--- src/rtl/drive_cmd_scheduler.sv ---
// Drive-command frame scheduler: merges IR commands, keepalive resends and a link watchdog
// into start/code requests for the UART JSON transmitter, with a minimum inter-frame gap.
module drive_cmd_scheduler #(
   parameter int unsigned GAP_CYCLES        = 50_000,
   parameter int unsigned RESEND_CYCLES     = 25_000_000,
   parameter int unsigned WD_CYCLES         = 100_000_000,
   parameter int unsigned TX_TIMEOUT_CYCLES = 1_000_000
) (
   input  logic        clk,
   input  logic        rst,
   input  logic        cmd_valid,
   input  logic [2:0]  cmd_code,
   input  logic        tx_done,
   output logic        tx_start,
   output logic [2:0]  tx_code,
   output logic        busy,
   output logic [2:0]  cur_code,
   output logic        wd_stop,
   output logic        tx_err,
   output logic [15:0] frame_count
);

   localparam logic [2:0] CodeStop = 3'b000;
   localparam logic [2:0] CodeMax  = 3'b100;

   typedef enum logic [1:0] {StIdle, StStart, StWaitDone, StGap} state_e;

   state_e      state_q, state_d;
   logic        pend_q, pend_d;
   logic [2:0]  pend_code_q, pend_code_d;
   logic [2:0]  tx_code_q, tx_code_d;
   logic [2:0]  cur_code_q, cur_code_d;
   logic        wd_stop_q, wd_stop_d;
   logic        tx_err_q, tx_err_d;
   logic [15:0] frame_cnt_q, frame_cnt_d;
   logic [31:0] wd_cnt_q, wd_cnt_d;
   logic [31:0] ka_cnt_q, ka_cnt_d;
   // Shared by WAIT_DONE (tx timeout) and GAP (inter-frame gap); cleared on each transition.
   logic [31:0] tmr_q, tmr_d;

   logic cmd_ok;
   logic wd_fire;
   logic ka_req;

   assign cmd_ok  = cmd_valid && (cmd_code <= CodeMax);
   assign wd_fire = (wd_cnt_q == WD_CYCLES - 1) && (cur_code_q != CodeStop) && !pend_q && !cmd_ok;
   assign ka_req  = (RESEND_CYCLES != 0) && (ka_cnt_q == RESEND_CYCLES - 1) && !pend_q;

   always_comb begin
      state_d     = state_q;
      pend_d      = pend_q;
      pend_code_d = pend_code_q;
      tx_code_d   = tx_code_q;
      cur_code_d  = cur_code_q;
      wd_stop_d   = wd_stop_q;
      tx_err_d    = tx_err_q;
      frame_cnt_d = frame_cnt_q;
      tmr_d       = tmr_q;
      ka_cnt_d    = '0;
      wd_cnt_d    = (wd_cnt_q == WD_CYCLES) ? wd_cnt_q : wd_cnt_q + 32'd1;

      unique case (state_q)
         StIdle: begin
            if (pend_q) begin
               state_d   = StStart;
               tx_code_d = pend_code_q;
               pend_d    = 1'b0;
            end else if (ka_req) begin
               state_d   = StStart;
               tx_code_d = cur_code_q;
            end else begin
               ka_cnt_d = ka_cnt_q + 32'd1;
            end
         end
         StStart: begin
            cur_code_d  = tx_code_q;
            frame_cnt_d = frame_cnt_q + 16'd1;
            tmr_d       = '0;
            state_d     = StWaitDone;
         end
         StWaitDone: begin
            if (tx_done) begin
               tmr_d   = '0;
               state_d = StGap;
            end else if (tmr_q == TX_TIMEOUT_CYCLES - 1) begin
               tx_err_d = 1'b1;
               tmr_d    = '0;
               state_d  = StGap;
            end else begin
               tmr_d = tmr_q + 32'd1;
            end
         end
         StGap: begin
            if (tmr_q == GAP_CYCLES - 1) begin
               tmr_d   = '0;
               state_d = StIdle;
            end else begin
               tmr_d = tmr_q + 32'd1;
            end
         end
         default: state_d = StIdle;
      endcase

      if (wd_fire) begin
         pend_d      = 1'b1;
         pend_code_d = CodeStop;
         wd_stop_d   = 1'b1;
      end

      // Evaluated last so a command landing on the IDLE consume cycle re-arms the buffer.
      if (cmd_ok) begin
         wd_cnt_d  = '0;
         wd_stop_d = 1'b0;
         if ((cmd_code != cur_code_q) || pend_q) begin
            pend_d      = 1'b1;
            pend_code_d = cmd_code;
         end
      end
   end

   always_ff @(posedge clk or negedge rst) begin
      if (!rst) begin
         state_q     <= StIdle;
         pend_q      <= 1'b0;
         pend_code_q <= CodeStop;
         tx_code_q   <= CodeStop;
         cur_code_q  <= CodeStop;
         wd_stop_q   <= 1'b0;
         tx_err_q    <= 1'b0;
         frame_cnt_q <= '0;
         wd_cnt_q    <= '0;
         ka_cnt_q    <= '0;
         tmr_q       <= '0;
      end else begin
         state_q     <= state_d;
         pend_q      <= pend_d;
         pend_code_q <= pend_code_d;
         tx_code_q   <= tx_code_d;
         cur_code_q  <= cur_code_d;
         wd_stop_q   <= wd_stop_d;
         tx_err_q    <= tx_err_d;
         frame_cnt_q <= frame_cnt_d;
         wd_cnt_q    <= wd_cnt_d;
         ka_cnt_q    <= ka_cnt_d;
         tmr_q       <= tmr_d;
      end
   end

   assign tx_start    = (state_q == StStart);
   assign busy        = (state_q != StIdle);
   assign tx_code     = tx_code_q;
   assign cur_code    = cur_code_q;
   assign wd_stop     = wd_stop_q;
   assign tx_err      = tx_err_q;
   assign frame_count = frame_cnt_q;

endmodule
--- config.mk ---
export PLATFORM = sky130hd
export DESIGN_NAME = drive_cmd_scheduler
export DESIGN_NICKNAME = d
export VERILOG_FILES = /design/src/rtl/drive_cmd_scheduler.sv
export SDC_FILE = /design/constraint.sdc
export NUM_CORES = 1
export LEC_CHECK = 0
export BUFFER_PORTS_ARGS = -buffer_cell sky130_fd_sc_hd__buf_2
export CORE_ASPECT_RATIO = 1.1
export CORE_UTILIZATION = 55
export CTS_BUF_LIST = sky130_fd_sc_hd__clkbuf_2 sky130_fd_sc_hd__clkbuf_4 sky130_fd_sc_hd__clkbuf_8
export DETAILED_ROUTE_END_ITERATION = 7
export PLACE_DENSITY = 0.73
export SLEW_MARGIN = 20
export SYNTH_ARGS = -nofsm -noshare
export SYNTH_HDL_FRONTEND = slang
export SYNTH_SLANG_ARGS = --single-unit
export TNS_END_PERCENT = 100
--- constraint.sdc ---
create_clock -name clk -period 4.15 [get_ports clk]
set_input_delay 0.6225 -clock clk [delete_from_list [all_inputs] [get_ports clk]]
set_output_delay 0.6225 -clock clk [all_outputs]
set_load 0.05 [all_outputs]
==> results.cfg, run 1 <==
[run_status]
status = complete, no violations

[cts]
ctsHoldBuffers = 0
insertion_delay_ns = 0.46
cts_setup_buffers = 0
cts_resized = 0
cts_inserted_buffers = 17
h-tree-depth = 4
cts.path.max_buffers = 2
cts_root_buf = clkbuf_8
clk_pin_slew_ns = 0.07
cts_sinks = 126
cts_tree = done

[sta]
slew_headroom = 0.423
period_share = 0.695
worst_clock_skew_ns = 0.0134
setup_violations = 0
setup_tns_ns = 0
rsz0062_at_grt = false
drv_slew = 0
fmax_mhz = 347
worstMarginPinSlew_ns = 0.858
hold_viol_final = 0
period_needed_ns = 2.89

[floorplan]
die_x_um = 105
die-height_um = 115
start_util = 0.562
core.rowCount = 41
io_pins = 33
die_area_um2 = 12100
core_area_um2 = 11400

[drt]
dr.pass1.iters = 7
drt_drc_violations_left = 0
vias = 5108
ant_nets = 0
drt_iter0_drc = 255
routedWlPerCell_um = 15.4
post_drt_via_cell_ratio = 5.84
routed_wl_um = 13400

[worst_hold_path]
worstHoldPathType = in2async

[global_routing]
grt_max_degree = 87
grt_pass1_vias = 5038
grtUsageTotal = 0.240
overflow = 0
grt_pass1_wl_um = 23100
antenna_found_initial = 0

[critical_path]
max_stage_delay_ns = 0.81
criticalPathCategory = reg2reg
startpoint_type = register
required_ns = 4.50
arrival_ns = 3.23
crit_path_frequent_cell = nor4_1
reg2reg_slack_ns = 1.26
cp-end-kind = register
path_cells = nor4_1, nand4_1, nor4_1, o32a_1, o22ai_1, a21o_1
critPathMaxFanout = 24
slowest_stage = o32a_1

[synthesis]
synth_top_area_share = 0.490
synth_top_area_cell = dfrtp_1
synthFlopType = dfrtp_1
synth_edf_count = 0
syn_nets = 698
synth-seq-cells = 126
yosysMostFrequentCell = dfrtp_1
yosys-top-cells-count = dfrtp_1 (126), nor2_1 (87), nand2_1 (79), nand3_1 (67), xor2_1 (51)
ys_types = 53
synth_area_leaders = dfrtp_1 (49%), xor2_1 (6.9%), nand3_1 (5.2%), nor2_1 (5.1%), nand2_1 (4.6%)
synthArstFlopShare = 1.00
synthesis.area_um2 = 6430
avgSynthCellArea_um2 = 9.45
ys_seq_area_frac = 0.490
synth_warnings = 0
syn_inst = 681

[placed_design]
postPlaceCellArea_um2 = 6710
portBuffers = 32
gp_congestion = 0.811
hpwl_um = 9090

[run]
maxCapViolations = 0

[final_layout]
syn2layout_area_growth_pct = 11.8
drive_above_1_share = 0.119
fin_nets = 728
num-fill-cells = 962
diodes = 0
utilization = 0.629
fin_area_um2 = 7190

[power_and_ir_drop]
p_per_area_nw_per_um2 = 505
ir_drop_mv = 0.449
power_leakage_nw = 3.15
==> kinds of logic (layout without fill, tap and decap cells) <==
group	Yosys count	count (layout)	synth area share
AND/OR/NAND/NOR	355	355	0.276
AO/OA/AOI/OAI	62	62	0.0653
flip-flops	126	126	0.490
adder cells (fa/ha/maj)	10	10	0.0194
multiplexers	14	14	0.0226
buffers and inverters	39	82	0.0243
XOR/XNOR	75	75	0.102
==> through the flow <==
step                setup WS (ns)  instances  power, mW  hold WS, ns
detailed placement           1.29        842       2.39        0.460
floorplan                    1.87        681       2.15        0.327
global placement             1.42        842       2.36        0.451
finish                       1.26        874       3.64        0.228
global route                 1.07        874       3.81        0.302
CTS                          1.29        874       3.67        0.378
==> layout make-up <==
type	count	area, µm²	share of cell area
Sequential cell	126	3150	0.438
Multi-Input combinational cell	516	3130	0.435
Clock buffer	18	248	0.0344
Clock inverter	14	229	0.0318
Timing Repair Buffer	36	196	0.0273
Tap cell	150	188	0.0261
Inverter	14	52.6	0.00730
==> registers in the layout, indices dropped and copies added (netlist names) <==
register,cells
pend_code_q,3
wd_stop,1
state_q,2
tmr_q,32
cur_code,3
tx_err,1
pend_q,1
tx_code,3
frame_count,16
wd_cnt_q,32
ka_cnt_q,32
==> where the power goes <==
group          internal (mW)  switching, mW
sequential              1.33          0.118
clock                  0.744          0.527
combinational          0.258          0.662
==> cells in the final DEF, fill, tap and decap left out, drive strengths merged, types with 2 or more instances in the layout <==
| cell type | instances |
|---|---|
| dfrtp | 126 |
| nor2 | 87 |
| nand2 | 79 |
| nand3 | 68 |
| xor2 | 51 |
| buf | 36 |
| xnor2 | 24 |
| nand4 | 21 |
| o21ai | 20 |
| inv | 19 |
| and3 | 18 |
| clkbuf | 18 |
| nor3 | 17 |
| nor4 | 16 |
| o311ai | 13 |
| and4 | 13 |
| or3 | 12 |
| a21oi | 10 |
| mux2i | 10 |
| ha | 10 |
| a21o | 6 |
| bufinv | 5 |
| or4 | 5 |
| mux2 | 4 |
| and2 | 4 |
| nand2b | 3 |
| nor3b | 3 |
| or2 | 3 |
| nor4b | 2 |
| o22ai | 2 |
| o32a | 2 |
| clkinv | 2 |
| clkinvlp | 2 |
==> critical path, delay by kind of cell (launching register included) <==
kind | cells | cell delay [ns]
flip-flops | 1 | 0.45
AND/OR/NAND/NOR | 3 | 1.18
AO/OA/AOI/OAI | 3 | 1.16
==> path summary, 6_finish.rpt <==
check / from / endpoint / cells after the start
hold reg to reg: frame_count[15] / frame_count[15] / 1
setup reg to reg: tmr_q[7] / tmr_q[6] / 6
max in group asynchronous: rst / ka_cnt_q[1] / 2
setup / recovery: tmr_q[7] / tmr_q[6] / 6
min in group clk: cmd_code[2] / pend_code_q[2] / 3
hold / removal: rst / ka_cnt_q[15] / 1
==> layer usage <==
layer  share of wire  vias to the layer above  track usage
met5               0                        -            0
li1                -                     2458            -
met2            0.50                       99        0.408
met3           0.034                       28       0.0467
met1            0.44                     2523        0.300
met4           0.021                        0        0.108
Power figures use the tool's default switching activity.
==> inputs of run 2 (changes only) <==
- PLACE_DENSITY: 0.73 -> 0.76
- clock period: 4.15 -> 2.3 ns (I/O delays scaled with it)
==> run 2 against run 1 <==
Effect of this change:
- total power up 79%
- critical path type unchanged
- wire length up 5.1%
- non-clock buffer count up 43
- setup slack worse by 1.2 ns
- sequential share of layout area down 2.1 points
- critical endpoint is now tmr_q[2]
==> results.cfg, run 2 (synthesis gave the netlist of run 1 again) <==
[power_and_ir_drop]
p_per_area_nw_per_um2 = 862
ir_drop_mv = 0.941
power_leakage_nw = 3.36

[cts]
cts.path.max_buffers = 2
h-tree-depth = 4
clk_pin_slew_ns = 0.08
cts_root_buf = clkbuf_8
cts_tree = done
insertion_delay_ns = 0.43
cts_sinks = 126
cts_inserted_buffers = 17

[final_layout]
utilization = 0.661
drive_above_1_share = 0.174
reg.largest.list = ka_cnt_q: 32 flops, tmr_q: 32 flops, wd_cnt_q: 32 flops
fin_nets = 771
num-fill-cells = 873
syn2layout_area_growth_pct = 17.5
mostFrequentLayoutCell = dfrtp_1
final_cell_mix = dfrtp_1 (126), nor2_1 (85), nand2_1 (79), nand3_1 (67), xor2_1 (51)
diodes = 0
fin_area_um2 = 7560

[critical_path]
critPathLaunch = tmr_q[7]
r2r-start = tmr_q[7]
criticalPathCategory = reg2reg
startpoint_type = register
slowest_stage = dfrtp_1
cp-end-kind = register
required_ns = 2.63
critPathMaxFanout = 6
path_cells = nor4_4, nand4_1, buf_4, nor4_4, o22a_1, buf_4, o21bai_1, a21o_2
arrival_ns = 2.56
max_stage_delay_ns = 0.42

[drt]
ant_nets = 0
vias = 5299
drt_drc_violations_left = 0
drt_iter0_drc = 381
routedWlPerCell_um = 15.4
post_drt_via_cell_ratio = 5.78
routed_wl_um = 14100
dr.pass1.iters = 8

[sta]
slew_headroom = 0.578
setup_violations = 0
hold_viol_final = 0
worstMarginPinSlew_ns = 0.633
rsz0062_at_grt = true
fmax_mhz = 448
drv_slew = 0
worst_clock_skew_ns = 0.0126
period_needed_ns = 2.23
period_share = 0.970

[placed_design]
portBuffers = 32
hpwl_um = 9530
postPlaceCellArea_um2 = 7010
gp_congestion = 0.855

[global_routing]
antenna_found_initial = 0
use_met2 = 0.413
grtUsageTotal = 0.245
busiest_layer = met2
overflow = 0
met1_usage = 0.311
grt_max_degree = 49
grt_pass1_vias = 5056
grt_pass1_wl_um = 23600
use_met3 = 0.0484

[floorplan]
io_pins = 33
core.rowCount = 41
core_area_um2 = 11400
die_x_um = 105
start_util = 0.562
die-height_um = 115
die_area_um2 = 12100

[run]
maxCapViolations = 0

[worst_hold_path]
worstHoldPathType = in2reg
hp-start = cmd_code[2]

[run_status]
status = complete, no violations
-- run 2: final timing paths --
| path | to | slack [ns] | cells past startpoint |
|---|---|---|---|
| worst max-delay path | tmr_q[2] | 0.07 | 8 |
| worst min-delay path | pend_code_q[2] | 0.17 | 3 |
| worst max register to register | tmr_q[2] | 0.07 | 8 |
| worst min register to register | wd_stop | 0.48 | 1 |
| max in group asynchronous | tmr_q[4] | 1.12 | 3 |
| min in group asynchronous | ka_cnt_q[15] | 0.48 | 2 |
-- run 2: routing by layer --
metal,routed length [µm],share of wire
met1,6140,0.44
met2,7100,0.50
met3,564,0.040
met4,295,0.021
met5,0,0
-- run 2: layout make-up --
cell class                      count  area [µm²]  share of cell area
Multi-Input combinational cell    516        3190               0.422
Sequential cell                   126        3150               0.417
Timing Repair Buffer               79         584              0.0773
Clock buffer                       19         255              0.0338
Tap cell                          150         188              0.0248
Clock inverter                     12         136              0.0180
Inverter                           14        52.6             0.00695
-- run 2: critical path: cells and delay by family, from the launching register on --
kind	cells	cell delay [ns]
flip-flops	1	0.42
AO/OA/AOI/OAI	3	0.56
AND/OR/NAND/NOR	3	0.82
buffers and inverters	2	0.34
-- run 2: report_power, final --
part | total (mW) | switching [mW] | internal, mW
clock network | 1.91 | 0.907 | 1.01
registers | 2.61 | 0.220 | 2.40
logic | 1.98 | 1.29 | 0.696
total | 6.51 | 2.41 | 4.10
-- run 2: per-stage QoR --
stage	cells	setup WS (ns)	hold WS, ns	total power, mW	setup TNS, ns
2_1_floorplan	681	0.0166	0.0494	3.88	0
3_3_place_gp	877	0.0603	0.396	4.42	0
3_5_place_dp	877	-0.0418	0.407	4.51	-0.0585
4_1_cts	910	0.00150	0.151	6.43	0
5_1_grt	916	-0.0474	0.151	6.86	-0.218
6_report	916	0.0701	0.169	6.51	0
-- run 2: timing repair --
| item | in CTS | in global routing |
|---|---|---|
| pin swaps | 1 | 7 |
| endpoints found under the setup margin | 5 | 29 |
| hold endpoints to repair | 45 | 0 |
| buffers inserted | 1 | 5 |
| gates cloned | 0 | 1 |
| gates resized for setup | 3 | 14 |
| hold buffers | 1 | 0 |
==> inputs of run 3 (changes only) <==
- CELL_PAD_IN_SITES_DETAIL_PLACEMENT: unset -> 2
- CELL_PAD_IN_SITES_GLOBAL_PLACEMENT: unset -> 2
- CORE_UTILIZATION: 55 -> 37
- PLACE_DENSITY: 0.76 -> unset
- PLACE_DENSITY_LB_ADDON: unset -> 0.1
==> run 3 against run 2 <==
Effect of this change:
- utilization decreased by 20 points
- sequential power about the same
- register-to-register slack got worse by 0.03 ns
- design area increased by 3.8%
- fmax decreased by 1.3%
- clock skew about the same
- flip-flop and latch count unchanged
- critical path depth increased by 1
- wire length increased by 34%
- setup slack got worse by 0.029 ns
==> results.cfg, run 3 (synthesis gave the netlist of run 1 again) <==
[run_status]
status = complete, no violations

[global_routing]
grt_max_degree = 47
overflow = 0
grt_pass1_vias = 6178
antenna_found_initial = 0
grt_pass1_wl_um = 31700
grtUsageTotal = 0.225

[cts]
cts.path.max_buffers = 2
cts_inserted_buffers = 17
cts_root_buf = clkbuf_8
clk_pin_slew_ns = 0.08
cts_tree = done
insertion_delay_ns = 0.45
h-tree-depth = 4
cts_sinks = 126

[drt]
drt-met1-wl_um = 8340
post_drt_via_cell_ratio = 5.39
dr.pass1.iters = 4
wl_met2_um = 10000
wl_met3_um = 386
routedWlPerCell_um = 18.7
routed_wl_um = 19000
drt_iter0_drc = 174
vias = 5469
ant_nets = 0
top_layer = met4
drt_drc_violations_left = 0

[sta]
hold_viol_final = 0
period_needed_ns = 2.26
slew_headroom = 0.525
drv_slew = 0
fmax_mhz = 443
period_share = 0.982
rsz0062_at_grt = true
whs_ns = 0.148
fin_ws_ns = 0.0410
worst_clock_skew_ns = 0.0130
worstMarginPinSlew_ns = 0.707
setup_violations = 0

[floorplan]
die_x_um = 128
core_area_um2 = 17000
core.rowCount = 50
io_pins = 33
start_util = 0.378
die-height_um = 140
die_area_um2 = 17900

[power_and_ir_drop]
p_total_mw = 7.10
power_leakage_nw = 3.46
power_frac_clock = 0.327
internal_power_mw = 4.50
ir_drop_mv = 0.561
switching_share = 0.366
combinationalPowerShare = 0.303
p_switching_mw = 2.60
p_seq_frac = 0.370
p_per_area_nw_per_um2 = 905

[placed_design]
gp_congestion = 0.771
portBuffers = 32
hpwl_um = 13000
pre_cts_ws_ns = -0.0354
dp_cells = 973
postPlaceCellArea_um2 = 7220

[run]
maxCapViolations = 0

[final_layout]
diodes = 0
syn2layout_area_growth_pct = 22.0
layout.cells.non_filler = 1014
fin_area_um2 = 7850
mostFrequentLayoutCell = dfrtp_1
final_cell_mix = dfrtp_1 (125), nor2_1 (85), nand2_1 (79), nand3_1 (67), buf_4 (55)
drive_above_1_share = 0.192
reg.largest.list = ka_cnt_q: 32 flops, tmr_q: 32 flops, wd_cnt_q: 32 flops
fin_nets = 784

[critical_path]
arrival_ns = 2.59
criticalPathCategory = reg2reg
cp-end-kind = register
startpoint_type = register
critPathMaxFanout = 5
required_ns = 2.63

[worst_hold_path]
worstHoldPathType = in2reg
[run 3: cell count changes in the layout (fill, tap and decap cells not counted), sizes merged]
cell	delta
bufinv	+3
clkinv	-2
buf	+14
inv	-1
[run 3: path summary, 6_finish.rpt]
path                                        end  slack, ns  cells past startpoint             from
min in group asynchronous             tmr_q[14]       0.27                      2              rst
worst min-delay path             pend_code_q[2]       0.15                      3      cmd_code[2]
max in group asynchronous             tmr_q[10]       1.37                      3              rst
worst min register to register  frame_count[15]       0.48                      1  frame_count[15]
worst max-delay path                   tmr_q[2]       0.04                      9        tmr_q[25]
worst max register to register         tmr_q[2]       0.04                      9        tmr_q[25]
[run 3: cell type report]
type                            instances  area (µm²)
Clock buffer                           20         263
Clock inverter                         12         208
Fill cell                            1840        9170
Inverter                               14        52.6
Multi-Input combinational cell        516        3210
Sequential cell                       126        3150
Tap cell                              234         293
Timing Repair Buffer                   92         669
[run 3: critical path, cell delays in order (launching register included)]
cell and delay [ns]:
dfrtp_1 0.40, nor4_2 0.28, buf_4 0.16, nand4_1 0.13
nor4_1 0.33, buf_4 0.20, o22a_2 0.21, buf_4 0.14
o21bai_1 0.07, a21o_2 0.22
[run 3: metal layers]
layer  vias to the layer above  track usage
met2                        51        0.402
met5                         -            0
met3                        20       0.0458
met4                         0       0.0650
met1                      2830        0.273
li1                       2568            -
[run 3: metrics by stage]
step,setup TNS (ns),util
floorplan,0,-
global placement,0,0.425
detailed placement,-0.126,0.425
CTS,0,0.456
global route,-0.0584,0.461
finish,0,0.461
[run 3: power groups by stage]
stage	clock network, mW	logic [mW]	registers [mW]
6_report	2.32	2.15	2.63
5_1_grt	2.47	2.33	2.66
4_1_cts	2.39	2.15	2.62
3_5_place_dp	0	2.07	2.65
3_3_place_gp	0	1.98	2.63
2_1_floorplan	0	0.974	2.90
[run 3: what timing repair did]
item / in CTS / in global routing
setup buffers: 3 / 5
pin swaps: 3 / 6
gates resized for setup: 8 / 10
hold buffers: 1 / 0
setup endpoints to repair: 24 / 64
hold endpoints to repair: 93 / 0
